<file path="src/rtl/spi_receptor.sv">
// SPI target: shifts a WIDTH-bit word in on MOSI while shifting a parallel-loaded word out on MISO.
// Define SPI_RX_SYNC_EN to pass SCK/CS/MOSI through a 2-flop synchronizer (asynchronous master).
module spi_receptor #(
    parameter int unsigned WIDTH = 16
) (
    input  logic             CLK,
    input  logic             RESET,
    input  logic             CKP,
    input  logic             CPH,
    input  logic             SCK,
    input  logic             CS,
    input  logic             MOSI,
    input  logic [WIDTH-1:0] DATA_TX,
    output logic             MISO,
    output logic [WIDTH-1:0] DATA_RX,
    output logic             RX_VALID,
    output logic             BUSY
);

    localparam int unsigned CntW = $clog2(WIDTH);
    localparam logic [CntW-1:0] LastBit = CntW'(WIDTH - 1);

    typedef enum logic {StIdle, StXfer} state_t;

    state_t           state_q;
    logic             sck_s, cs_s, mosi_s;
    logic             sck_q, cs_q;
    logic             mode_ckp_q, mode_cph_q;
    logic [CntW-1:0]  cnt_q;
    logic [WIDTH-1:0] rx_q, tx_q;
    logic             sck_rise, sck_fall, cs_fall;
    logic             lead_edge, trail_edge, sample_edge, shift_edge;

`ifdef SPI_RX_SYNC_EN
    logic [2:0] sync1_q, sync2_q;

    always_ff @(posedge CLK) begin
        sync1_q <= {SCK, CS, MOSI};
        sync2_q <= sync1_q;
    end

    assign {sck_s, cs_s, mosi_s} = sync2_q;
`else
    assign {sck_s, cs_s, mosi_s} = {SCK, CS, MOSI};
`endif

    always_ff @(posedge CLK) begin
        sck_q <= sck_s;
        cs_q  <= cs_s;
    end

    assign sck_rise    = sck_s & ~sck_q;
    assign sck_fall    = ~sck_s & sck_q;
    assign cs_fall     = ~cs_s & cs_q;
    assign lead_edge   = mode_ckp_q ? sck_fall : sck_rise;
    assign trail_edge  = mode_ckp_q ? sck_rise : sck_fall;
    assign sample_edge = mode_cph_q ? trail_edge : lead_edge;
    assign shift_edge  = mode_cph_q ? lead_edge : trail_edge;

    // tx_q always holds the bits not yet driven, so every shift edge drives its MSB;
    // for CPH=0 the first bit goes out at frame start and tx_q starts pre-shifted.
    always_ff @(posedge CLK) begin
        if (!RESET) begin
            state_q    <= StIdle;
            MISO       <= 1'b0;
            DATA_RX    <= '0;
            RX_VALID   <= 1'b0;
            BUSY       <= 1'b0;
            cnt_q      <= '0;
            rx_q       <= '0;
            tx_q       <= '0;
            mode_ckp_q <= 1'b0;
            mode_cph_q <= 1'b0;
        end else begin
            RX_VALID <= 1'b0;
            unique case (state_q)
                StIdle: begin
                    MISO <= 1'b0;
                    BUSY <= 1'b0;
                    if (cs_fall) begin
                        mode_ckp_q <= CKP;
                        mode_cph_q <= CPH;
                        cnt_q      <= '0;
                        BUSY       <= 1'b1;
                        state_q    <= StXfer;
                        if (CPH) begin
                            tx_q <= DATA_TX;
                        end else begin
                            MISO <= DATA_TX[WIDTH-1];
                            tx_q <= {DATA_TX[WIDTH-2:0], 1'b0};
                        end
                    end
                end
                StXfer: begin
                    if (cs_s) begin
                        // Abort wins over any coincident edge; a partial word is dropped.
                        state_q <= StIdle;
                        MISO    <= 1'b0;
                        BUSY    <= 1'b0;
                    end else if (sample_edge) begin
                        rx_q <= {rx_q[WIDTH-2:0], mosi_s};
                        if (cnt_q == LastBit) begin
                            cnt_q    <= '0;
                            DATA_RX  <= {rx_q[WIDTH-2:0], mosi_s};
                            RX_VALID <= 1'b1;
                            tx_q     <= DATA_TX;
                        end else begin
                            cnt_q <= cnt_q + 1'b1;
                        end
                    end else if (shift_edge) begin
                        MISO <= tx_q[WIDTH-1];
                        tx_q <= {tx_q[WIDTH-2:0], 1'b0};
                    end
                end
                default: state_q <= StIdle;
            endcase
        end
    end

endmodule

</file>
<file path="config.mk">
export PLATFORM = sky130hd
export DESIGN_NAME = spi_receptor
export DESIGN_NICKNAME = d
export VERILOG_FILES = /design/src/rtl/spi_receptor.sv
export SDC_FILE = /design/constraint.sdc
export NUM_CORES = 1
export LEC_CHECK = 0
export CAP_MARGIN = 20
export CORE_AREA = 2 2 84 86
export DETAILED_ROUTE_END_ITERATION = 10
export DIE_AREA = 0 0 86 88
export DONT_BUFFER_PORTS = 1
export PLACE_DENSITY = 0.65
export SLEW_MARGIN = 20
export SYNTH_ARGS = -nofsm -noshare
export SYNTH_HDL_FRONTEND = slang
export SYNTH_SLANG_ARGS = --single-unit
export TNS_END_PERCENT = 5
</file>
<file path="constraint.sdc">
create_clock -name CLK -period 1.95 [get_ports CLK]
set_input_delay 0.195 -clock CLK [delete_from_list [all_inputs] [get_ports CLK]]
set_output_delay 0.195 -clock CLK [all_outputs]
set_load 0.05 [all_outputs]
</file>
==> out/metrics.sh <==
IOPINCOUNT=42
WORST_IR_DROP_VDD_V=0.0003185
FINAL_MAX_SLEW_VIOLS=0
DR_WL_MET3_UM=490
MAX_FREQ_MHz=553.4
DIE-AREA_MM2=0.007568
POST-ROUTE-UTIL_PCT=49.47
TIMING.CRITICAL_PATH.FANOUT_MAX=6
FIRST_GLOBAL_VIAS=2491
WORST_SETUP_EP_TYPE='flop'
SYNTHESIS.AREA_MM2=0.002927
POST_SYNTH_NUM_CELL_TYPES=40
TIMING.SETUP.CRITICAL_PATH_CLASS='reg -> reg'
NUMPORTBUFFERS=0
DIE_WIDTH_UM=86
FINALCRITPERIODSHARE_PCT=92.67
FINALNETCOUNT=362
FP.COREAREA_MM2=0.006644
LAYOUT-DRIVE-GT1-SHARE_PCT=15.16
POST_SYNTH_INST_COUNT=337
NETLIST_TOP_CELLS_AREA='sky130_fd_sc_hd__dfxtp_1 (40%), sky130_fd_sc_hd__nand2_1 (7.2%), sky130_fd_sc_hd__mux2i_1 (6.2%)'
DPL.HPWL_UM=4194
POWER.STATIC_LEAKAGE_uW=0.001039
REGISTER_AREA_MM2=0.001181
ROW_COUNT=30
YOSYS_REGISTER_BITS=59
PWR_DENSITY_CELL_mW_PER_MM2=791.9
MULTIINPUTGATEAREA_MM2=0.001584
WORST-ENDPOINT-ARRIVAL_PS=2050
WL_MET2_UM=3100
SYNTH_TOP_FLOP_CELL='sky130_fd_sc_hd__dfxtp_1'
DRT-INITIAL-DRC-COUNT=179
TRITONCTS='built'
WORST-ENDPOINT-REQUIRED_PS=2190
ANTENNA_VIOLATIONS_BEFORE_REPAIR=0
TOTAL_VIA_COUNT_IN_THE_ROUTED_DESIGN=2565
DIE_Y_UM=88
FLOW.AREA_GROWTH_FROM_SYNTHESIS_PCT=12.31
FINCLKSKEW_PS=4.497
SYN_NETS=361
DR.MAX_LAYER_USED='met4'
UNREPAIRED_SETUP_ENDPOINTS_AFTER_GLOBAL_ROUTING='false'
AVG_SYNTHESIZED_CELL_AREA_UM2=8.684
GRT.TOTAL_USAGE_PCT=19.55
MAXCAPVIOLCOUNT=0
SYNTH-ASYNC-RESET-RATIO_PCT=0
TIMING.FINAL.WS_SETUP_PS=143.0
CTS.CLK_SLEW.WORST_PATHS_PS=70
SYNTH.YOSYS.SEQ_AREA_SHARE_PCT=40.36
R2R_SLACK_PS=140
P_SW_SHARE_PCT=25.83
INITIAL_UTIL_PCT=44.05
EDFF_COUNT_SYNTH=0
LARGEST_NET_DEGREE_AT_THE_START_OF_GLOBAL_ROUTING=45
STATUS='complete, no violations'
INTERNAL_POWER_uW=1930
CRIT_PATH_START_KIND='flop'
WORST_PIN_SLEW_PS=790.2
TIMING.FINAL.CRIT_PERIOD_PS=1807
REMAINING_DESIGN_RULE_VIOLATION_COUNT=0
MET1_LENGTH_UM=3192
FINALHOLDVIOLATIONS=0
MAXSLEWHEADROOM_PCT=47.14
STDCELL_AREA_MM2=0.003287
GRT_OVERFLOW=0
SYNTH_LARGEST_TYPE_AREA_FRACTION_PCT=40.36
VIAS_PER_INST=6.064
CTS-ROOT-TO-SINK-BUFFERS=2
CTS_HTREE_LEVELS=3
DRTANTENNAVIOLNETS=0
POWER_FRAC_SEQ_PCT=48.2
P_SWITCHING_uW=672.3
INSTANCES_NO_FILL=423
SYNTH_TOP_CELL_BY_AREA='sky130_fd_sc_hd__dfxtp_1'
COMB_POWER_SHARE_PCT=9.0
CLK-INSERTION-DELAY-LATE_PS=340
PRECTSSETUPSLACK_PS=-13.90
GRT_FIRST_PASS_WIRELENGTH_UM=11730
TIMING.FINAL.SETUP_VIOLATIONS=0
CTS_BUFFERS=9
DRT_FIRST_PASS_ITERS=5
DPL_CELL_AREA_MM2=0.002978
YOSYS_WARNINGS=0
CTS_ROOT_BUFFER='sky130_fd_sc_hd__clkbuf_8'
POSTROUTEWIRELENGTH_UM=6905
HP-CLASS='in -> reg'
CLOCK_POWER_SHARE_PCT=42.8
DIODES=0
PLACED_CELLS=398
CTS.SINKS=59
FINAL.FILL_COUNT=615
ROUTE.DETAILED.WL_PER_INST_UM=16.32
ROUTABILITY_CONG=0.7523
-- cells by family after synthesis --
logic type               Yosys count  synth area share, %
AND/OR/NAND/NOR                  124                21.72
AO/OA/AOI/OAI                     80                18.56
flip-flops                        59                40.36
buffers and inverters             37                5.771
multiplexers                      34                12.31
XOR/XNOR                           2               0.8553
adder cells (fa/ha/maj)            1               0.4275
-- per-stage QoR --
stage	power, uW	TNS, ps	hold slack (ps)
floorplan	1464	0	222.7
global route	2717	0	10.96
finish	2603	0	22.23
detailed placement	1489	-19.95	223.1
CTS	2640	0	0.02717
global placement	1486	0	223.1
-- per-layer routing --
| layer | track usage (%) | vias to the layer above |
|---|---|---|
| met5 | 0 | - |
| met4 | 8.514 | 0 |
| met3 | 6.032 | 10 |
| met2 | 28.75 | 84 |
| met1 | 26.41 | 1219 |
| li1 | - | 1252 |
-- critical path, cell delays in order (launching register included) --
cell	delay [ps]
sky130_fd_sc_hd__dfxtp_1	400
sky130_fd_sc_hd__ha_2	230
sky130_fd_sc_hd__and3_1	230
sky130_fd_sc_hd__o211ai_1	140
sky130_fd_sc_hd__and3_1	270
sky130_fd_sc_hd__buf_4	180
sky130_fd_sc_hd__o31ai_1	260
-- sequential cells by signal, indices dropped and copies added, names as in the netlist --
name and cells:
BUSY 1, DATA_RX 16, MISO 1, RX_VALID 1, cnt_q 4, cs_q 1, mode_ckp_q 1, mode_cph_q 1
rx_q 15, sck_q 1, state_q 1, tx_q 16
-- synth_stat cells, types with 3 or more instances --
library cell,count
sky130_fd_sc_hd__mux2_2,16
sky130_fd_sc_hd__o211ai_1,3
sky130_fd_sc_hd__nor3_1,17
sky130_fd_sc_hd__nand3_1,19
sky130_fd_sc_hd__o31ai_1,15
sky130_fd_sc_hd__nand2_1,56
sky130_fd_sc_hd__o221ai_1,14
sky130_fd_sc_hd__dfxtp_1,59
sky130_fd_sc_hd__clkbuf_1,22
sky130_fd_sc_hd__a21oi_1,20
sky130_fd_sc_hd__buf_2,6
sky130_fd_sc_hd__o21ai_0,17
sky130_fd_sc_hd__nor2_1,4
sky130_fd_sc_hd__mux2i_1,18
sky130_fd_sc_hd__inv_1,3
sky130_fd_sc_hd__nand4b_1,16
-- cell usage in the layout (no fill, tap or decap), types with 16 or more instances in the layout --
cell	instances
sky130_fd_sc_hd__dfxtp_1	59
sky130_fd_sc_hd__a21oi_1	20
sky130_fd_sc_hd__o21ai_0	17
sky130_fd_sc_hd__nand4b_1	16
sky130_fd_sc_hd__nor3_1	17
sky130_fd_sc_hd__nand2_1	56
sky130_fd_sc_hd__nand3_1	19
sky130_fd_sc_hd__mux2_2	16
sky130_fd_sc_hd__mux2i_1	18
-- final timing paths --
check           start           to  cells after the start
max reg2reg  cnt_q[0]     tx_q[12]                      6
min reg2reg  rx_q[14]  DATA_RX[15]                      2
min             RESET   DATA_RX[3]                      2
max          cnt_q[0]     tx_q[12]                      6
-- power by group through the flow --
| stage | clock, uW | sequential, uW | combinational [uW] |
|---|---|---|---|
| after floorplan | 0 | 1280 | 189 |
| after global placement | 0 | 1280 | 206 |
| after detailed placement | 0 | 1280 | 208 |
| after CTS | 1150 | 1250 | 233 |
| after global routing | 1200 | 1260 | 258 |
| final | 1110 | 1250 | 234 |
-- area by class of cell --
| class | count | area share [%] |
|---|---|---|
| clock buffer | 9 | 3.769 |
| tap | 80 | 3.045 |
| sequential | 59 | 35.93 |
| multi-input combinational | 241 | 48.19 |
| inverter | 4 | 0.4568 |
| timing repair buffer | 23 | 6.243 |
| clock inverter | 7 | 2.360 |
-- timing repair --
| action | in CTS | in global routing |
|---|---|---|
| hold buffers | 8 | 0 |
| endpoints found under the setup margin | 16 | 2 |
| endpoints found under the hold margin | 20 | 0 |
| pin swaps | 1 | 0 |
| buffers inserted | 1 | 0 |
| resized for setup | 0 | 2 |
| cloned | 0 | 0 |
(Power assumes the default switching activity.)
